==> src/rtl/quad_decoder_pkg.sv <==
// Shared definitions for the quadrature decoder: FSM states and the Gray-code
// phase order that defines forward (up) and reverse (down) motion.
package quad_decoder_pkg;

  typedef enum logic {
    ST_INIT = 1'b0,
    ST_RUN  = 1'b1
  } state_t;

  // Forward motion visits PH0 -> PH1 -> PH2 -> PH3 -> PH0; reverse is the opposite order.
  localparam logic [1:0] PH0 = 2'b00;
  localparam logic [1:0] PH1 = 2'b10;
  localparam logic [1:0] PH2 = 2'b11;
  localparam logic [1:0] PH3 = 2'b01;

  function automatic logic [1:0] fwd_next(input logic [1:0] s);
    case (s)
      PH0:     return PH1;
      PH1:     return PH2;
      PH2:     return PH3;
      default: return PH0;
    endcase
  endfunction

  function automatic logic [1:0] rev_next(input logic [1:0] s);
    case (s)
      PH0:     return PH3;
      PH3:     return PH2;
      PH2:     return PH1;
      default: return PH0;
    endcase
  endfunction

endpackage

==> src/rtl/quad_decoder_if.sv <==
// Encoder inputs and decoder outputs, plus the FSM state for debug visibility.
interface quad_decoder_if;
  import quad_decoder_pkg::*;

  logic   a_in;
  logic   b_in;
  logic   step;
  logic   dir;
  logic   err;
  state_t state;

  modport master (output a_in, output b_in, input step, input dir, input err, input state);
  modport slave  (input a_in, input b_in, output step, output dir, output err, output state);

endinterface

==> src/rtl/sync_debounce.sv <==
// One encoder channel: two-flop synchronizer, plus a stability filter when
// QUAD_DECODER_DEBOUNCE_EN is defined (otherwise FILTER_CYCLES is ignored).
module sync_debounce #(
  parameter int FILTER_CYCLES = 4
) (
  input  logic clk,
  input  logic rst,
  input  logic raw,
  output logic level,
  output logic valid
);

  logic       sync1_q;
  logic       sync2_q;
  logic [1:0] fill_q;

  // fill_q marks when sync2_q holds a sample taken after reset was released.
  always_ff @(posedge clk) begin
    if (rst) begin
      sync1_q <= 1'b0;
      sync2_q <= 1'b0;
      fill_q  <= 2'b00;
    end else begin
      sync1_q <= raw;
      sync2_q <= sync1_q;
      fill_q  <= {fill_q[0], 1'b1};
    end
  end

  // level is meaningful only once valid rises; valid then stays high until reset.
`ifdef QUAD_DECODER_DEBOUNCE_EN
  localparam logic [7:0] FILT = 8'(FILTER_CYCLES);

  logic [7:0] cnt_q;
  logic [7:0] cnt_nxt;
  logic       last_q;
  logic       level_q;
  logic       valid_q;

  // cnt_q is the length of the current run of identical synchronized samples.
  always_comb begin
    cnt_nxt = cnt_q;
    if (cnt_q == 8'd0 || sync2_q != last_q) begin
      cnt_nxt = 8'd1;
    end else if (cnt_q < FILT) begin
      cnt_nxt = cnt_q + 8'd1;
    end
  end

  always_ff @(posedge clk) begin
    if (rst) begin
      cnt_q   <= 8'd0;
      last_q  <= 1'b0;
      level_q <= 1'b0;
      valid_q <= 1'b0;
    end else if (fill_q[1]) begin
      last_q <= sync2_q;
      cnt_q  <= cnt_nxt;
      if (cnt_nxt == FILT) begin
        level_q <= sync2_q;
        valid_q <= 1'b1;
      end
    end
  end

  assign level = level_q;
  assign valid = valid_q;
`else
  wire [31:0] unused_filter = FILTER_CYCLES;

  assign level = sync2_q;
  assign valid = fill_q[1];
`endif

endmodule

==> src/rtl/quad_decoder.sv <==
// Quadrature decoder: turns encoder A/B edges into step/dir pulses and flags
// two-bit jumps on err. Optional input filter via QUAD_DECODER_DEBOUNCE_EN.
module quad_decoder
  import quad_decoder_pkg::*;
#(
  parameter int FILTER_CYCLES = 4
) (
  input logic          clk,
  input logic          rst,
  quad_decoder_if.slave bus
);

  logic a_lvl;
  logic b_lvl;
  logic a_vld;
  logic b_vld;

  sync_debounce #(.FILTER_CYCLES(FILTER_CYCLES)) u_sync_a (
    .clk   (clk),
    .rst   (rst),
    .raw   (bus.a_in),
    .level (a_lvl),
    .valid (a_vld)
  );

  sync_debounce #(.FILTER_CYCLES(FILTER_CYCLES)) u_sync_b (
    .clk   (clk),
    .rst   (rst),
    .raw   (bus.b_in),
    .level (b_lvl),
    .valid (b_vld)
  );

  wire [1:0] cur       = {a_lvl, b_lvl};
  wire       sample_ok = a_vld & b_vld;

  state_t     state_q;
  logic [1:0] prev_q;
  logic       step_q;
  logic       err_q;
  logic       dir_q;
  logic       step_nxt;
  logic       err_nxt;
  logic       dir_nxt;

  always_comb begin
    step_nxt = 1'b0;
    err_nxt  = 1'b0;
    dir_nxt  = dir_q;
    if (state_q == ST_RUN && cur != prev_q) begin
      if (cur == fwd_next(prev_q)) begin
        step_nxt = 1'b1;
        dir_nxt  = 1'b1;
      end else if (cur == rev_next(prev_q)) begin
        step_nxt = 1'b1;
        dir_nxt  = 1'b0;
      end else begin
        err_nxt = 1'b1;
      end
    end
  end

  // INIT waits for the first post-reset sample so stale pre-reset edges never step.
  always_ff @(posedge clk) begin
    if (rst) begin
      state_q <= ST_INIT;
      prev_q  <= 2'b00;
      step_q  <= 1'b0;
      err_q   <= 1'b0;
      dir_q   <= 1'b1;
    end else begin
      step_q <= step_nxt;
      err_q  <= err_nxt;
      dir_q  <= dir_nxt;
      case (state_q)
        ST_INIT: begin
          if (sample_ok) begin
            prev_q  <= cur;
            state_q <= ST_RUN;
          end
        end
        ST_RUN: prev_q <= cur;
        default: state_q <= ST_INIT;
      endcase
    end
  end

  assign bus.step  = step_q;
  assign bus.err   = err_q;
  assign bus.dir   = dir_q;
  assign bus.state = state_q;

endmodule

==> src/flat_wrapper.sv <==
// flat-port wrapper written by rule: the top's interface ports become plain ports
module quad_decoder_flat import quad_decoder_pkg::*;
#(
  parameter int FILTER_CYCLES = 4
)
  (clk, rst, bus_a_in, bus_b_in, bus_step, bus_dir, bus_err, bus_state);
  quad_decoder_if bus_i ();
  input logic clk;
  input logic rst;
  input wire logic [$bits(bus_i.a_in)-1:0] bus_a_in;
  input wire logic [$bits(bus_i.b_in)-1:0] bus_b_in;
  output wire logic [$bits(bus_i.step)-1:0] bus_step;
  output wire logic [$bits(bus_i.dir)-1:0] bus_dir;
  output wire logic [$bits(bus_i.err)-1:0] bus_err;
  output wire logic [$bits(bus_i.state)-1:0] bus_state;
  assign bus_i.a_in = bus_a_in;
  assign bus_i.b_in = bus_b_in;
  assign bus_step = bus_i.step;
  assign bus_dir = bus_i.dir;
  assign bus_err = bus_i.err;
  assign bus_state = bus_i.state;
  quad_decoder #(.FILTER_CYCLES(FILTER_CYCLES)) u_core (.clk(clk), .rst(rst), .bus(bus_i));
endmodule
==> config.mk <==
export PLATFORM = sky130hd
export DESIGN_NAME = quad_decoder_flat
export DESIGN_NICKNAME = d
export VERILOG_FILES = /design/src/rtl/quad_decoder_pkg.sv /design/src/rtl/quad_decoder_if.sv /design/src/rtl/sync_debounce.sv /design/src/rtl/quad_decoder.sv /design/src/flat_wrapper.sv
export SDC_FILE = /design/constraint.sdc
export NUM_CORES = 1
export LEC_CHECK = 0
export CELL_PAD_IN_SITES_DETAIL_PLACEMENT = 0
export CELL_PAD_IN_SITES_GLOBAL_PLACEMENT = 1
export CORE_AREA = 2 2 40 42
export DETAILED_ROUTE_END_ITERATION = 8
export DIE_AREA = 0 0 42 44
export GPL_TIMING_DRIVEN = 0
export PLACE_DENSITY_LB_ADDON = 0.2
export SLEW_MARGIN = 5
export SYNTH_ARGS = -nofsm -noshare
export SYNTH_HDL_FRONTEND = slang
export SYNTH_SLANG_ARGS = --single-unit
==> constraint.sdc <==
create_clock -name clk -period 0.9 [get_ports clk]
set_input_delay 0.225 -clock clk [delete_from_list [all_inputs] [get_ports clk]]
set_output_delay 0.225 -clock clk [all_outputs]
set_load 0.02 [all_outputs]
## Word-level counts from Yosys, hierarchy flattened

Index checks and enable logic that the tools add are counted.

| cells by class | value |
|---|---|
| bitwise logic cells | 3 |
| equal/unequal tests | 7 |
| reduce and logical (&&, ||, !) cells | 6 |
| muxes and demuxes | 16 |

Operators by type and width:

| kind | count |
|---|---|
| $pmux W2 S3 | 2 |
| $mux W1 | 9 |
| $mux W2 | 4 |
| $eq A2 B2 Y1 | 2 |
| $eq A2 B2 Y1 const B | 2 |
| $pmux W2 S2 | 1 |
| $reduce_or A3 Y1 | 1 |
| $eq A2 B1 Y1 const B | 1 |
| $logic_not A2 Y1 | 1 |
| $ne A2 B1 Y1 const B | 1 |
| $ne A2 B2 Y1 | 1 |
| $not A1 Y1 | 2 |
| $reduce_and A2 Y1 | 1 |
| $reduce_bool A2 Y1 | 1 |
| $reduce_or A2 Y1 | 1 |
| $and A1 B1 Y1 | 1 |
| $logic_and A1 B1 Y1 | 1 |

| word-level totals | value |
|---|---|
| word-level logic and storage cells | 45 |
| output and inout bits | 4 |
| bits in registers | 14 |
| bits of input ports | 4 |

## Logic depth before layout (Yosys ltp)

Gate-level depths: netlist of run 1.

| depth | value |
|---|---|
| depth in word-level cells | 9 |
| gate-level depth with buffers | 4 |

## Modules after synthesis

A second synthesis of run 1 with hierarchy kept.

| second synthesis, totals | value |
|---|---|
| cells, all modules | 40 |
| area total of the unflattened synthesis | 454.2 um2 |

Modules (own cells, without submodules):

| module | instances | area each (um2) | cells each |
|---|---|---|---|
| quad_decoder | 1 | 249.0 | 24 |
| sync_debounce | 2 | 102.6 | 8 |

## Least setup slack after synthesis of run 1

OpenSTA, ideal clock, no wires.

| timing path | value |
|---|---|
| kind | register to register |
| from | register u_core.state_q (netlist: u_core.bus.state) |
| to | register u_core.dir_q (netlist: u_core.bus.dir) |
| period minus slack after synthesis | 0.993 ns |
| path slack | -0.093 ns |
| cell stages (with the launch flop) | 4 |
| required time | 0.774 ns |
| arrival | 0.867 ns |
| buffers on the path | 0 |
| setup time | 0.126 ns |
| cell sequence | dfxtp_1 > nor2b_1 > a311oi_1 > o21ai_1 |

| between the ends | value |
|---|---|
| longest elaborated chain between the ends | 2 |

RTL lines:

| item | line | source |
|---|---|---|
| start: declaration | quad_decoder.sv:37 | `state_t state_q;` |
| start signal: assignment | quad_decoder.sv:66 | `state_q <= ST_INIT;` |
| start signal: assignment | quad_decoder.sv:79 | `state_q <= ST_RUN;` |
| start signal: assignment | quad_decoder.sv:83 | `default: state_q <= ST_INIT;` |
| $logic_and A1 B1 Y1 | quad_decoder.sv:50 | `if (state_q == ST_RUN && cur != prev_q) begin` |
| $reduce_and A2 Y1 (no source line) | -- |  |
| end signal: assignment | quad_decoder.sv:74 | `dir_q <= dir_nxt;` |
| end: declaration | quad_decoder.sv:41 | `logic dir_q;` |

Every way passes these cells.
A chain may end at the register's enable or synchronous reset.

## Final worst setup path of run 1

| timing path | value |
|---|---|
| from | register u_core.u_sync_b.sync2_q (netlist: u_core.u_sync_b.level) |
| to | register u_core.dir_q (netlist: u_core.bus.dir) |

| between the ends | value |
|---|---|
| longest elaborated chain between the ends | 3 |
| elaborated cells between the ends (all ways) | 7 |
| those cells by class | eq/ne: 3; mux: 1; reduce/logical: 3 |

RTL lines:

| item | line | source |
|---|---|---|
| start: declaration | sync_debounce.sv:14 | `logic sync2_q;` |
| start signal: assignment | sync_debounce.sv:25 | `sync2_q <= sync1_q;` |
| $eq A2 B2 Y1 (tied with other cells) | quad_decoder.sv:54 | `end else if (cur == rev_next(prev_q)) begin` |
| $reduce_bool A2 Y1 (no source line) or $logic_and A1 B1 Y1 (tied branches) | -- |  |
| $reduce_and A2 Y1 (no source line) | -- |  |

Parallel ways exist; a longest one is shown, timed or not.

==> flow_summary.ini, run 1 <==
[status]
status = finished, violations left
failed_checks = negative setup slack

[critical_path]
r2r-start = u_core.u_sync_b.level
crit_fanout = 2
worstSetupEndpointType = flop
worstSetupPathDepth = 3
path_cells = xnor2_4 > a311oi_2 > o21ai_1
critPathRequiredTime_ns = 1.04
cp_top_family = compound AO/OA/AOI/OAI gates
crit_type = flop to flop
critical-path-max-stage-delay_ns = 0.36
crit_buf_inv = 0
arrival_ns = 1.18
r2r_cells = 3
reg2reg_slack_ns = -0.14
slowest_stage = dfxtp_4
cp-start-kind = flop
regToRegEndpoint = u_core.bus.dir

[timing]
drv_slew = 0
slew_headroom_pct = 85.3
rsz0062_at_grt = yes
skew_ns = 0.00449
finalHoldViolCount = 0
fin_crit_sh_pct = 115
final.setup.tns_ns = -0.393
worst_slew_pin_slew_ns = 0.221
finalSetupViolations = 6
period_minus_slack_ns = 1.04
fmax_ghz = 0.962
worst_slack_ns = -0.139

[cells_and_area]
fin_cells = 66
top_register = u_core.prev_q
largest_reg_flops = 2
final_common_cell = nor2b_1
area_growth_pct = 46.6
insertedDiodeCount = 0
stdcell_area_sq_um = 594
nets = 56
drive_gt1_share_pct = 46.0
final_cell_mix = nor2b_1, buf_6, dfxtp_2, dfxtp_4, dfxtp_1

[place]
hpwl_um = 506
port_buffers = 6
globalplace.congestion = 0.677
dp_cells = 61
dpl_cell_area_sq_um = 499

[worst_hold_path]
hold_depth = 2
hp-class = input pin to flop
worstHoldEndpoint = u_core.u_sync_b.level
min-delay-start = rst

[power_and_ir_drop]
irDropWorstVdd_mv = 0.997
p_leak_nw = 0.230
p_per_area_nw_per_um2 = 1650
finalPower_w = 0.000982

[floorplanning]
dieArea_sq_um = 1850
die_w_um = 42
num_rows = 14
num_io_pins = 8
initial_utilization_pct = 28.6
die_h_um = 44
core-area_sq_um = 1420

[clocking]
cts_tree = yes
clk_latency_ns = 0.26
ctsHoldBuffers = 0
cts_buffers = 3
root_buffer = clkbuf_4
path_clk_slew_ns = 0.07
ctsHtreeMaxLevel = 1
clockBufferDepth = 2
cts_sinks = 12

[job]
cap_violations = 0

[synth]
ys_seq_elements = 12
yosys.area_share.simple_pct = 16.7
synth_cells = 39
postSynthNetCount = 43
synth_mux_area_share_pct = 0
synth_xor_area_share_pct = 12.7
synth_top_family_by_area = simple AND/OR/NAND/NOR gates
yosys.area_share.adder_pct = 0
synth_compound_area_share_pct = 8.33
syn_area_per_cell_sq_um = 10.4
netlist_area_sq_um = 405
ys_types = 13
ys_seq_area_share_pct = 59.3
yosys_warnings = 0

[detailed_routing]
via_count = 293
routed_wl_um = 758
ant_nets = 0
detail_route.wl_per_cell_um = 11.5
viasPerCell = 4.44
first_pass_iters = 4
drc = 0
drt_iter0_markers = 2

[global_route]
track_usage_pct = 9.57
grt_start_max_net_pins = 11
antenna_found_initial = 0
grt_pass1_vias = 310
grt_first_pass_wirelength_um = 1240
grt-ovfl-total = 0
==> final cells by class <==
type                    instances  area, sq um
plain buffers                   1         5.00
clock buffers                   3         22.5
fillers                       137          825
inverters                       2         7.51
multi-input cells              24          199
flip-flops and latches         12          260
well taps                      16         20.0
repair buffers                  8         80.1
==> stage by stage <==
step                utilization [%]  hold slack (ns)  setup WS, ns
floorplan                         -            0.353      -0.00721
global placement               35.2            0.422        -0.308
detailed placement             35.2            0.427        -0.314
CTS                            39.0            0.239       -0.0961
global route                   41.9            0.257        -0.177
finish                         41.9            0.246        -0.139
==> synth_stat cells, drive strengths merged <==
| library cell | n | area (sq um) |
|---|---|---|
| xor2 | 1 | 16.3 |
| nor2 | 2 | 7.51 |
| buf | 1 | 5.00 |
| nand2 | 3 | 11.3 |
| a311oi | 1 | 8.76 |
| nor3 | 1 | 5.00 |
| nor2b | 7 | 43.8 |
| inv | 2 | 7.51 |
| dfxtp | 12 | 240 |
| a21oi | 2 | 10.0 |
| o21ai | 3 | 15.0 |
| xnor2 | 4 | 35.0 |
==> cell families (layout without fill, tap and decap cells) <==
logic type      count (synthesis)  in the layout
xor+xnor                        5              5
simple gates                   13             13
compound gates                  6              6
buf+inv                         3             14
flops                          12             12
==> layer usage <==
metal | track usage [%] | share of wire (%)
met5 | 0 | 0
met4 | 7.74 | 1.1
met3 | 2.50 | 5.9
met2 | 17.5 | 58
met1 | 9.00 | 35
==> where the power goes <==
part / leakage (nW) / internal, W / switching (W) / total (W)
clock network: 0.0138 / 0.000154 / 0.000152 / 0.000307
logic: 0.114 / 0.0000604 / 0.0000452 / 0.000106
registers: 0.102 / 0.000547 / 0.0000223 / 0.000570
total: 0.230 / 0.000762 / 0.000220 / 0.000982
==> what timing repair did <==
item	CTS	global route
cloned	0	0
pin swaps	2	4
buffers inserted	2	0
endpoints found under the setup margin	6	7
gates resized for setup	30	6
==> worst max path at each step <==
stage,from,end,slack [ns]
global placement,u_core.bus.state,bus_state,-0.31
CTS,u_core.bus.state,bus_state,-0.1
detailed placement,u_core.bus.state,bus_state,-0.31
floorplan,u_core.u_sync_b.level,u_core.bus.dir,-0.007
finish,u_core.u_sync_b.level,u_core.bus.dir,-0.14
global route,u_core.u_sync_b.level,u_core.bus.dir,-0.18
Power figures use the tool's default switching activity.
==> inputs of run 2 (changes only) <==
==> constraint.sdc (replaced) <==
create_clock -name clk -period 0.83 [get_ports clk]
set_input_delay 0.2075 -clock clk [delete_from_list [all_inputs] [get_ports clk]]
set_output_delay 0.2075 -clock clk [all_outputs]
set_load 0.02 [all_outputs]
==> run 2 against run 1 <==
The run still ends with negative setup slack left. Sequential power is 7.9% higher. Routed wire length rose by 3.8%. Die area did not move. Via count up 0.34%. Flip-flop and latch count is the same. Total power up 11%. Register-to-register slack got worse by 0.06 ns. Cell count is 3.0% higher. Global-route usage increased by 0.33 points. First-iteration DRC count fell by 100%. Setup slack lost 0.064 ns.
==> flow_summary.ini, run 2 (synthesis results as in run 1) <==
[timing]
slew_headroom_pct = 85.2
period_minus_slack_ns = 1.03
hold-worst-slack_ns = 0.223
drv_slew = 0
finalSetupViolations = 9
finalHoldViolCount = 0
skew_ns = 0.000446
fmax_ghz = 0.968
worst_slew_pin_slew_ns = 0.222
rsz0062_at_grt = yes
worst_slack_ns = -0.203
final.setup.tns_ns = -0.840
fin_crit_sh_pct = 124

[clocking]
clk_latency_ns = 0.26
cts_buffers = 3
root_buffer = clkbuf_4
path_clk_slew_ns = 0.06
ctsHtreeMaxLevel = 1
clockBufferDepth = 2
cts_sinks = 12
cts_tree = yes

[critical_path]
cp-start-kind = flop
critical-path-max-stage-delay_ns = 0.36
crit_fanout = 2
r2r_cells = 3
path_cells = xnor2_4 > a311oi_2 > o21ai_1
slowest_stage = dfxtp_4
arrival_ns = 1.18
crit_type = flop to flop
worstSetupEndpointType = flop
critPathRequiredTime_ns = 0.97

[status]
status = finished, violations left
failed_checks = negative setup slack

[power_and_ir_drop]
p_per_area_nw_per_um2 = 1690
irDropWorstVdd_mv = 1.07
p_leak_nw = 0.246

[place]
port_buffers = 6
dpl_cell_area_sq_um = 500
hpwl_um = 482
globalplace.congestion = 0.679

[cells_and_area]
utilization_pct = 45.2
final_common_cell = nor2b_1
nets = 58
stdcell_area_sq_um = 642
final_cell_mix = nor2b_1, buf_6, dfxtp_4, dfxtp_1
top_register = u_core.prev_q
insertedDiodeCount = 0
area_growth_pct = 58.3
largest_reg_flops = 2
drive_gt1_share_pct = 57.7
fillers = 134

[global_route]
grt_pass1_vias = 298
grt-ovfl-total = 0
track_usage_pct = 9.90
grt_start_max_net_pins = 11
grt_first_pass_wirelength_um = 1240
antenna_found_initial = 0

[floorplanning]
die_h_um = 44
dieArea_sq_um = 1850
num_io_pins = 8
initial_utilization_pct = 28.6
core-area_sq_um = 1420
die_w_um = 42
num_rows = 14

[detailed_routing]
drc = 0
routed_wl_um = 787
via_count = 294
ant_nets = 0
first_pass_iters = 1
drt_iter0_markers = 0
detail_route.wl_per_cell_um = 11.6
viasPerCell = 4.32

[job]
cap_violations = 0

[worst_hold_path]
hold_depth = 2
hp-class = input pin to flop
## run 2: cell count changes in the layout (fill, tap and decap cells not counted), sizes merged
cell / before / now
buf: 7 / 9
## run 2: cell type report
class | instances | area [sq um] | share of cell area (%)
clock buffers | 3 | 22.5 | 3.51
plain buffers | 1 | 5.00 | 0.780
well taps | 16 | 20.0 | 3.12
repair buffers | 10 | 98.8 | 15.4
flip-flops and latches | 12 | 263 | 40.9
multi-input cells | 24 | 225 | 35.1
inverters | 2 | 7.51 | 1.17
## run 2: repair_timing
item	CTS	global route
hold buffers	0	0
pin swaps	3	5
buffers inserted	4	0
resized for setup	32	13
endpoints found under the setup margin	6	9
## run 2: worst paths after layout
| path | start | end | slack [ns] |
|---|---|---|---|
| min reg2reg | u_core.u_sync_b.sync1_q | u_core.u_sync_b.level | 0.44 |
| min | rst | u_core.prev_q[0] | 0.22 |
| max reg2reg | u_core.prev_q[1] | u_core.bus.dir | -0.20 |
| max | u_core.prev_q[1] | u_core.bus.dir | -0.20 |
## run 2: worst max-delay path, delay by kind of cell (launching register included)
| kind | cells | cell delay [ns] |
|---|---|---|
| AOI/OAI and AO/OA | 2 | 0.39 |
| DFF | 1 | 0.36 |
| xor gates and xnor gates | 1 | 0.16 |
## run 2: routing by layer
metal	share of wire, %	track usage [%]	up-vias
met5	0	0	-
met4	3.4	9.68	0
met3	3.6	2.50	4
met2	56	17.5	8
met1	37	9.21	131
li1	-	-	151
## run 2: stage by stage
stage	setup WS (ns)	total power, W	instances
4_1_cts	-0.132	0.00107	68
6_report	-0.203	0.00109	68
3_5_place_dp	-0.366	0.000723	61
3_3_place_gp	-0.361	0.000720	61
5_1_grt	-0.252	0.00114	68
2_1_floorplan	-0.0765	0.000689	39
## run 2: where the power goes
| part | leakage (nW) | internal [W] | switching (W) |
|---|---|---|---|
| clock | 0.0138 | 0.000168 | 0.000166 |
| sequential | 0.103 | 0.000591 | 0.0000242 |
| combinational | 0.130 | 0.0000789 | 0.0000600 |
